==> src/rtl/issue_reg_pkg.sv <==
// Shared types for the ID->EX issue stage: stall-cause encodings and register-address width.
// Constants only; no latency or backpressure of its own.
package issue_reg_pkg;

    localparam int REG_ADDR_W = 5;

    typedef enum logic [1:0] {
        ISSUE_RUN        = 2'd0,
        ISSUE_STALL_DATA = 2'd1,
        ISSUE_STALL_EX   = 2'd2
    } issue_state_e;

endpackage

==> src/rtl/issue_reg_sat_counter.sv <==
// Saturating up-counter with enable and synchronous reset; it sticks at all-ones.
// Latency: count is visible 1 cycle after the enable. It has no backpressure.
module sat_counter #(
    parameter int W = 16
) (
    input  logic         clk,
    input  logic         rst,
    input  logic         en,
    output logic [W-1:0] cnt
);

    always_ff @(posedge clk) begin
        if (rst) begin
            cnt <= '0;
        end else if (en && (cnt != {W{1'b1}})) begin
            cnt <= cnt + W'(1);
        end
    end

endmodule

==> src/rtl/issue_reg.sv <==
// ID->EX issue register: an instruction issues when both operands are final and the EX slot frees.
// Latency: 1 cycle. Backpressure: id_ready drops on operand stall, EX hold or flush; it never depends on next ex_valid.
module issue_reg
    import issue_reg_pkg::*;
#(
    parameter int DATA_W = 32,
    parameter int UOP_W  = 8,
    parameter int CNT_W  = 16
) (
    input  logic                  clk,
    input  logic                  rst,
    input  logic                  flush,
    input  logic                  id_valid,
    output logic                  id_ready,
    input  logic [DATA_W-1:0]     id_pc,
    input  logic [UOP_W-1:0]      id_uop,
    input  logic [REG_ADDR_W-1:0] id_dest_addr,
    input  logic                  id_dest_wen,
    input  logic [DATA_W-1:0]     ope_a,
    input  logic                  ope_a_valid,
    input  logic [DATA_W-1:0]     ope_b,
    input  logic                  ope_b_valid,
    output logic                  ex_valid,
    input  logic                  ex_ready,
    output logic [DATA_W-1:0]     ex_pc,
    output logic [UOP_W-1:0]      ex_uop,
    output logic [DATA_W-1:0]     ex_ope_a,
    output logic [DATA_W-1:0]     ex_ope_b,
    output logic [REG_ADDR_W-1:0] ex_dest_addr,
    output logic                  ex_dest_wen,
    output logic [CNT_W-1:0]      stall_data_cnt,
    output logic [CNT_W-1:0]      stall_ex_cnt
);

    logic         ops_ok;
    logic         slot_free;
    logic         fire;
    issue_state_e state_q;
    issue_state_e state_d;
    issue_state_e cause;

    assign ops_ok    = ope_a_valid & ope_b_valid;
    assign slot_free = !ex_valid | ex_ready;
    assign id_ready  = ops_ok & slot_free & !flush;
    assign fire      = id_valid & id_ready;

    // Operands are captured only on the fire edge, so forwarding updates during a stall are picked up.
    always_ff @(posedge clk) begin
        if (rst) begin
            ex_valid     <= 1'b0;
            ex_pc        <= '0;
            ex_uop       <= '0;
            ex_ope_a     <= '0;
            ex_ope_b     <= '0;
            ex_dest_addr <= '0;
            ex_dest_wen  <= 1'b0;
        end else if (flush) begin
            ex_valid    <= 1'b0;
            ex_dest_wen <= 1'b0;
        end else if (fire) begin
            ex_valid     <= 1'b1;
            ex_pc        <= id_pc;
            ex_uop       <= id_uop;
            ex_ope_a     <= ope_a;
            ex_ope_b     <= ope_b;
            ex_dest_addr <= id_dest_addr;
            ex_dest_wen  <= id_dest_wen;
        end else if (slot_free) begin
            ex_valid    <= 1'b0;
            ex_dest_wen <= 1'b0;
        end
    end

    always_ff @(posedge clk) begin
        if (rst) begin
            state_q <= ISSUE_RUN;
        end else begin
            state_q <= state_d;
        end
    end

    // Missing operands outrank EX back-pressure as the reported cause.
    always_comb begin
        cause = ISSUE_RUN;
        if (id_valid && !flush) begin
            if (!ops_ok) begin
                cause = ISSUE_STALL_DATA;
            end else if (!slot_free) begin
                cause = ISSUE_STALL_EX;
            end
        end
    end

    always_comb begin
        state_d = ISSUE_RUN;
        case (state_q)
            ISSUE_RUN, ISSUE_STALL_DATA, ISSUE_STALL_EX: state_d = cause;
            default:                                     state_d = ISSUE_RUN;
        endcase
    end

    sat_counter #(.W(CNT_W)) u_stall_data_cnt (
        .clk (clk),
        .rst (rst),
        .en  (state_d == ISSUE_STALL_DATA),
        .cnt (stall_data_cnt)
    );

    sat_counter #(.W(CNT_W)) u_stall_ex_cnt (
        .clk (clk),
        .rst (rst),
        .en  (state_d == ISSUE_STALL_EX),
        .cnt (stall_ex_cnt)
    );

endmodule

==> config.mk <==
export PLATFORM = sky130hd
export DESIGN_NAME = issue_reg
export DESIGN_NICKNAME = d
export VERILOG_FILES = /design/src/rtl/issue_reg_pkg.sv /design/src/rtl/issue_reg_sat_counter.sv /design/src/rtl/issue_reg.sv
export SDC_FILE = /design/constraint.sdc
export NUM_CORES = 1
export LEC_CHECK = 0
export BUFFER_PORTS_ARGS = -buffer_cell sky130_fd_sc_hd__clkbuf_2
export CORE_ASPECT_RATIO = 0.9
export CORE_MARGIN = 4
export CORE_UTILIZATION = 50
export CTS_CLUSTER_DIAMETER = 40
export DETAILED_ROUTE_END_ITERATION = 8
export MAX_ROUTING_LAYER = met4
export PLACE_DENSITY_LB_ADDON = 0.25
export SETUP_SLACK_MARGIN = 0.5
export SYNTH_ARGS = -nofsm -noshare
export SYNTH_HDL_FRONTEND = slang
export SYNTH_SLANG_ARGS = --single-unit
export TNS_END_PERCENT = 30
==> constraint.sdc <==
create_clock -name clk -period 2.9 [get_ports clk]
set_input_delay 0 -clock clk [delete_from_list [all_inputs] [get_ports clk]]
set_output_delay 0 -clock clk [all_outputs]
set_load 0.01 [all_outputs]
Word-level counts from Yosys, hierarchy flattened

Cells that the tools add are included.

Register bits after elaboration: 145
Input bits: 117
Word-level logic and storage cells: 41

Add/sub/neg operators: 2
Eq/ne operators: 6
Multiplexer cells: 7
Bitwise logic cells: 6
Reduce and logical (&&, ||, !) cells: 10

Operators by type and width:

| cell                  | count |
|---|---|
| $add 16x1->16 const B | 2 |
| $ne 16x16->1 const B  | 2 |
| $mux 2                | 4 |
| $and 1x1->1           | 4 |
| $eq 2x1->1 const B    | 2 |
| $eq 2x2->1 const B    | 2 |
| $logic_and 1x1->1     | 3 |
| $mux 1                | 3 |
| $reduce_or 3->1       | 1 |
| $logic_not 1->1       | 2 |
| $logic_not 2->1       | 1 |
| $reduce_and 2->1      | 1 |
| $reduce_bool 2->1     | 1 |
| $reduce_or 2->1       | 1 |
| $not 1->1             | 1 |
| $or 1x1->1            | 1 |

Logic depth before layout (Yosys ltp)

Gate-level depths: netlist (run 1).

Word-level depth: 8
Gate-level depth with buffers: 7
Gate-level depth less buffers: 6

Hierarchy

A second synthesis (run 1) with hierarchy kept.

Cells, all modules: 714
Area, all modules: 6024.5 um^2

Modules (own cells, without submodules):

| module      | instances | cells each | area each (um^2) |
|---|---|---|---|
| issue_reg   | 1         | 516        | 4327.9 |
| sat_counter | 2         | 99         | 848.3 |

Worst setup path before layout (run 1)

No wires, ideal clock.

Kind: register to register
From: register u_stall_ex_cnt.cnt[0]
To: register u_stall_ex_cnt.cnt[13]
Setup time: 0.128 ns
Data arrival time: 1.628 ns
Data required time: 2.772 ns
Path slack: 1.144 ns
Cell stages (with the launch flop): 7
Buffers on the path: 0
Period minus slack after synthesis: 1.756 ns
Path through: dfxtp_1 -> ha_1 -> nand4_2 -> nor4_4 -> nor4_1 -> xnor2_1 -> nor2_1

Cells in the longest elaborated chain, start to end: 2
Elaborated cells between the ends (all ways): 3

Ends and longest elaborated chain:

| item                                                                  | RTL line                    | text |
|---|---|---|
| start, declared                                                       | issue_reg_sat_counter.sv:9  | `output logic [W-1:0] cnt` |
| start signal, assigned                                                | issue_reg_sat_counter.sv:16 | `cnt <= cnt + W'(1);` |
| parallel branches: the longest is 2 deep, another holds $add 16x1->16 | -                           |  |

Parallel ways; which one is timed is not known.
A chain may end at the register's enable or synchronous reset.

Worst setup path in the final report (run 1)

From: register ex_valid
To: register ex_dest_wen

Cells in the longest elaborated chain, start to end: 6
Elaborated cells between the ends (all ways): 7

Ends and longest elaborated chain:

| item                                        | RTL line        | text |
|---|---|---|
| start, declared                             | issue_reg.sv:23 | `output logic ex_valid,` |
| start signal, assigned                      | issue_reg.sv:50 | `ex_valid <= 1'b0;` |
| start signal, assigned                      | issue_reg.sv:58 | `ex_valid <= 1'b0;` |
| start signal, assigned                      | issue_reg.sv:61 | `ex_valid <= 1'b1;` |
| $logic_not 1->1 (*)                         | issue_reg.sv:43 | `assign slot_free = !ex_valid \| ex_ready;` |
| $or 1x1->1 (*)                              | issue_reg.sv:43 |  |
| $and 1x1->1 (2 in series)                   | issue_reg.sv:44 | `assign id_ready = ops_ok & slot_free & !flush;` |
| $and 1x1->1                                 | issue_reg.sv:45 | `assign fire = id_valid & id_ready;` |
| $mux 1 or $reduce_bool 2->1 (tied branches) | -               |  |
| end signal, assigned                        | issue_reg.sv:67 | `ex_dest_wen <= id_dest_wen;` |
| end, declared                               | issue_reg.sv:30 | `output logic ex_dest_wen,` |

Every way passes the cells marked *; elsewhere a longest branch is shown, timed or not.

==> results of run 1 <==
-- kinds of logic (layout without fill, tap and decap cells) --
group | after synthesis | after routing
AND/OR/NAND/NOR | 340 | 340
flip-flops | 145 | 145
AO/OA/AOI/OAI | 124 | 124
buffers and inverters | 42 | 410
XOR/XNOR | 24 | 24
adder cells (fa/ha/maj) | 2 | 2
multiplexers | 1 | 1
other | 0 | 2
-- cell usage after synthesis, drive strengths merged --
| library cell | count | area [um^2] |
|---|---|---|
| nand2b | 3 | 18.8 |
| a211oi | 2 | 20.0 |
| a21oi | 113 | 569 |
| nand4b | 1 | 23.8 |
| nor2 | 38 | 143 |
| buf | 23 | 121 |
| a31oi | 1 | 6.26 |
| nor4 | 12 | 126 |
| dfxtp | 145 | 2900 |
| a31o | 1 | 8.76 |
| nor2b | 2 | 20.0 |
| a22oi | 1 | 7.51 |
| nor3b | 2 | 15.0 |
| nand2 | 238 | 896 |
| a2111oi | 1 | 15.0 |
| and3 | 3 | 20.0 |
| nand4 | 9 | 68.8 |
| and2b | 1 | 7.51 |
| o21bai | 1 | 7.51 |
| nand3 | 10 | 67.6 |
| clkbuf | 19 | 71.3 |
| or2 | 1 | 6.26 |
| ha | 2 | 25.0 |
| nor4b | 3 | 38.8 |
| a41oi | 1 | 8.76 |
| and4 | 5 | 45.0 |
| o21ai | 3 | 15.0 |
| xnor2 | 24 | 210 |
| nor3 | 12 | 60.1 |
| mux2i | 1 | 10.0 |
-- registers in the layout, indices dropped and copies added, names as in the netlist --
register / cells
ex_uop: 8
ex_dest_wen: 1
u_stall_data_cnt.cnt: 16
ex_dest_addr: 5
ex_valid: 1
ex_pc: 32
ex_ope_a: 32
state_q: 2
ex_ope_b: 32
u_stall_ex_cnt.cnt: 16
-- final cells by class --
type | count | area [um^2] | area share [%]
Sequential cell | 145 | 2900 | 33.4
Timing Repair Buffer | 378 | 2490 | 28.7
Multi-Input combinational cell | 491 | 2470 | 28.4
Clock buffer | 19 | 433 | 4.99
Tap cell | 152 | 190 | 2.19
Clock inverter | 13 | 186 | 2.15
Antenna cell | 2 | 5.00 | 0.0577
-- routing by layer --
layer	wire (um)	global-route usage, %	vias to the layer above	share of wire (%)
li1	-	-	2962	-
met1	7400	33.6	2892	38
met2	9940	52.5	297	51
met3	1320	7.27	59	6.8
met4	726	14.1	0	3.7
met5	0	-	-	0
-- worst min-delay path by stage --
stage | startpoint | to | depth (start not counted) | slack (ns)
floorplan | flush | id_ready | 1 | 0.05
global placement | ope_b[21] | ex_ope_b[21] | 3 | 0.22
detailed placement | ope_b[20] | ex_ope_b[20] | 3 | 0.23
CTS | ope_b_valid | state_q[0] | 4 | 0.08
global route | rst | u_stall_ex_cnt.cnt[5] | 2 | 0.11
finish | rst | u_stall_ex_cnt.cnt[9] | 2 | 0.1
-- through the flow --
stage	power, uW	instance area (um^2)
floorplan	2200	5560
global placement	2340	6930
detailed placement	2340	6930
CTS	4730	8670
global route	4870	8670
finish	4730	8680
-- power groups by stage --
| stage | combinational [uW] | sequential [uW] | clock (uW) |
|---|---|---|---|
| 2_1_floorplan | 98.5 | 2100 | 0 |
| 3_3_place_gp | 251 | 2090 | 0 |
| 3_5_place_dp | 250 | 2090 | 0 |
| 4_1_cts | 373 | 2040 | 2310 |
| 5_1_grt | 418 | 2050 | 2400 |
| 6_report | 391 | 2050 | 2290 |
==> metrics.txt, run 1 <==
CP required 3.25 ns; Cell variety after synth 43; CP Cell Sequence nand2b_1, nand3_1, nor2b_4, buf_4, a22oi_1, nor3_1, dlygate4sd3_1; GRT Overall Usage 30.5%; reg2reg end ex_dest_wen; Post-Syn Area per Cell 8.19 um^2; clock power share 48.5%; part of the power in combinational logic 8.3%; Synth Area in XOR/XNOR 3.78%; Final Hold Viols 0; Crit-path slowest cell dlygate4sd3_1; Vias/cell 5.18; most common cell after layout, fill and taps aside clkbuf_2; sequential share of power 43.3%; buffers added on ports 260; Crit path depth 7; highest-count cells in the layout ignoring fill and taps clkbuf_2 (259), nand2_1 (237), dfxtp_1 (145), a21oi_1 (112), dlygate4sd3_1 (112); post-CTS setup repair buffer count 0; Die Span Y 108 um; Cell Rows 36; layout cells sized above 1 30.1%; DRT iter0 DRCs 472; Worst R2R Setup Slack 0.78 ns; Critical Path Source Type register; outcome complete, no violations; root buf cell clkbuf_16; Synth Area in Adders 0.450%; Ports 261; Placer Congestion 0.818; Initial Utilization 51.2%; first-pass GRT wire length 30.7 mm; peak supply drop 0.630 mV; Synth Warn # 0; synthesis-stage register bit count 145; Slowest Stage Delay on Critical Path 0.56 ns; die area 12900 um^2; Worst setup endpoint ex_dest_wen; r2r startpoint ex_valid; largest net degree at the start of global routing 85; pwr/cell area 545 nW/um^2; Rel. slew slack 52.2%; post-route insts no fill 1200; Psw 1050 uW; internal power 3680 uW; hold_ws 0.0959 ns; DRT antenna net count 0; hold buffer count at cts 112; dpl cells 1054; Max Clk Rate 0.471 GHz; min-delay worst type input pin to register; fin worst setup slack 0.779 ns; clk slew on worst S/H paths 0.06 ns; initial antenna violation count 0; fin. max-slew vios 0; worst-path maximum fanout 16; fraction of synthesized area in multiplexers 0.180%; clk_skew 0.00830 ns; Tcrit/Tclk final 73.1%; post-synthesis compound-gate area fraction 11.8%; Post-Syn Area 5560 um^2; leakage 0.00366 uW; TritonCTS Buffers 17; Synth Instances 678; FF-to-FF path depth 7; Seq/Total Area, Yosys 52.3%; global route total overflow 0; total number of vias 6210; Worst-Skew Late Latency 0.41 ns; TritonRoute pass-1 iters 5; CP Capture Type register; area grow syn2layout 56.2%; MaxCap Viol Count 0; Slew @ Worst Pin 0.718 ns; CTS Sinks 145; post-layout util 80.0%; Setup crit start ex_valid; CTS tree yes; Die X 119 um; H-Tree Depth 4; CTS max path bufs 2; number of setup violations in the final report 0; simple logic cell fraction of the synthesized area 28.0%; vias in the first global route 6046; final worst path period need 2.12 ns; delay-heaviest family, CP buffers and inverters; setup TNS 0 ns; HPWL Detailed 10.6 mm; # nets final 1152; worst path bufs/invs 2; pre-CTS WS 0.935 ns; Core ar. 10900 um^2; Net Count, Synth 797; largest family of logic cells by synthesized area simple AND/OR/NAND/NOR gates; RSZ-0062 raised after global routing no; number of fill cells 656; drc violations 0; CTS resizes 0; Setup CP Type register to register; Sw Ratio 22.2%; drt wl/cell 16.2 um; crit path DAT 2.47 ns; WL final 19.4 mm
(Power assumes the default switching activity.)
==> run 2: changes to the inputs <==
CORE_UTILIZATION = 46   (was 50)
clock period = 2.02 ns   (was 2.9 ns; I/O delays follow)
==> run 2 against run 1 <==
Via count rose by 3.9%. Maximum frequency rose by 37%. Hold slack improved by 0.062 ns. Non-clock buffer count rose by 41. Clock power rose by 33%. Die area rose by 8.1%. Design area rose by 7.9%. Register-to-register slack got worse by 0.31 ns. Sequential share of layout area fell by 1.6 points. Combinational power rose by 56%. First-iteration DRC count fell by 2.8%. Critical path type unchanged. Largest cell class unchanged. Highest routed layer unchanged.
==> metrics.txt, run 2 (synthesis gave the netlist of run 1 again) <==
number of setup violations in the final report 0 (unchanged); leakage 0.00397 uW (+8.5%); total power 6570 uW (+39%); TritonRoute pass-1 iters 5 (unchanged); Ports 261 (unchanged); Vias/cell 5.18 (+0.19%); CTS tree yes; H-Tree Depth 4 (unchanged); initial antenna violation count 0 (unchanged); die area 13900 um^2 (+8.1%); layout cells sized above 1 38.0% (+7.8 points); Setup CP Type register to register; HPWL Detailed 11.2 mm (+5.8%); GRT Overall Usage 28.6% (-1.9 points); setup TNS 0 ns (unchanged); drt wl/cell 16.9 um (+4.8%); vias in the first global route 6321 (+4.5%); Top Registers ex_ope_a: 32 flops, ex_ope_b: 32 flops, ex_pc: 32 flops; Slew @ Worst Pin 0.401 ns (-0.317 ns); Max Clk Rate 0.646 GHz (+37%); sequential share of power 44.4% (+1.1 points); highest-count cells in the layout ignoring fill and taps clkbuf_2 (259), nand2_1 (235), dfxtp_1 (114), dlygate4sd3_1 (113), a21oi_1 (112); total number of vias 6450 (+3.9%); buffers added on ports 260 (unchanged); drc violations 0 (unchanged); min-delay worst type input pin to register; Sw Ratio 22.7% (+0.44 points); fin. max-slew vios 0 (unchanged); # nets final 1194 (+3.6%); Die X 124 um (+4.0%); WL final 21.1 mm (+8.7%); clock power share 46.3% (-2.2 points); root buf cell clkbuf_16; CTS Sinks 145 (unchanged); Cell Rows 37 (+2.8%); Psw 1490 uW (+42%); CP required 2.33 ns (-0.92 ns); RSZ-0062 raised after global routing yes; Initial Utilization 47.8% (-3.4 points); part of the power in combinational logic 9.3% (+1.0 points); DRT antenna net count 0 (unchanged); crit path DAT 1.86 ns (-0.61 ns); internal power 5080 uW (+38%); Final Hold Viols 0 (unchanged); DRT iter0 DRCs 459 (-2.8%); Critical Path Source Type register; most common cell after layout, fill and taps aside clkbuf_2; Tcrit/Tclk final 76.7% (+3.5 points); clk slew on worst S/H paths 0.06 ns (about the same); Worst-Skew Late Latency 0.42 ns (about the same); number of fill cells 684 (+4.3%); pwr/cell area 702 nW/um^2 (+29%); outcome complete, no violations; Placer Congestion 0.813 (-0.66%); antenna cells 0 (-2); peak supply drop 0.700 mV (+11%); Die Span Y 112 um (+3.9%); largest net degree at the start of global routing 76 (-11%); final worst path period need 1.55 ns (-0.573 ns); worst-path maximum fanout 4 (-12); Rel. slew slack 73.3% (+21 points); clk_skew 0.00397 ns (-0.00433 ns); MaxCap Viol Count 0 (unchanged); post-layout util 80.6% (+0.62 points); Core ar. 11600 um^2 (+7.0%); global route total overflow 0 (unchanged); first-pass GRT wire length 30.7 mm (about the same); area grow syn2layout 68.5%; CP Capture Type register; hold_ws 0.158 ns (+0.0624 ns); TritonCTS Buffers 17 (unchanged); CTS max path bufs 2 (unchanged)
## run 2: cell count changes in the layout (fill, tap and decap cells not counted), sizes merged
cell / delta
buf: +39
dlygate4sd3: +1
nand3: +1
diode: -2
bufinv: -3
inv: -1
clkinvlp: -1
clkbuf: +6
## run 2: power by group through the flow
stage / clock network [uW] / logic, uW / registers (uW)
2_1_floorplan: 0 / 141 / 3020
3_3_place_gp: 0 / 378 / 2990
3_5_place_dp: 0 / 377 / 2990
4_1_cts: 3070 / 554 / 2930
5_1_grt: 3210 / 658 / 2920
6_report: 3050 / 611 / 2920
## run 2: final timing paths
kind,startpoint,to,slack [ns],depth (start not counted)
worst min-delay path,flush,state_q[1],0.16,5
worst min register to register,ex_pc[19],ex_pc[19],0.45,2
worst max register to register,u_stall_data_cnt.cnt[1],u_stall_data_cnt.cnt[13],0.47,6
worst max-delay path,u_stall_data_cnt.cnt[1],u_stall_data_cnt.cnt[13],0.47,6
## run 2: repair_timing
item / CTS / global route
pin swaps: 4 / 24
hold endpoints to repair: 123 / 0
gates resized for setup: 18 / 66
cloned: 0 / 4
buffers inserted: 1 / 29
hold buffers: 113 / 0
endpoints found under the setup margin: 29 / 140
## run 2: area by class of cell
cell class	instances	area [um^2]	area share (%)
flip-flops and latches	145	2980	31.8
repair buffers	419	2930	31.3
multi-input cells	492	2670	28.6
clock buffers	24	503	5.37
well taps	156	195	2.08
clock inverters	8	76.3	0.815
## run 2: per-layer routing
layer	global-route usage, %	share of wire, %
met5	-	0
met4	14.9	4.2
met2	49.0	52
met1	29.8	37
met3	7.41	7.0
## run 2: critical path: stages (launching register included)
cell	delay, ns
dfxtp_4	0.36
buf_4	0.12
and4_2	0.27
nand2_2	0.11
nor4_1	0.35
xnor2_1	0.18
nor2_1	0.05
## run 2: stage by stage
step	instance area [um^2]	setup WS (ns)	std cells
floorplan	5600	0.346	678
global placement	7110	0.214	1065
detailed placement	7110	0.194	1065
CTS	8890	0.448	1211
global route	9360	0.341	1244
finish	9360	0.471	1244
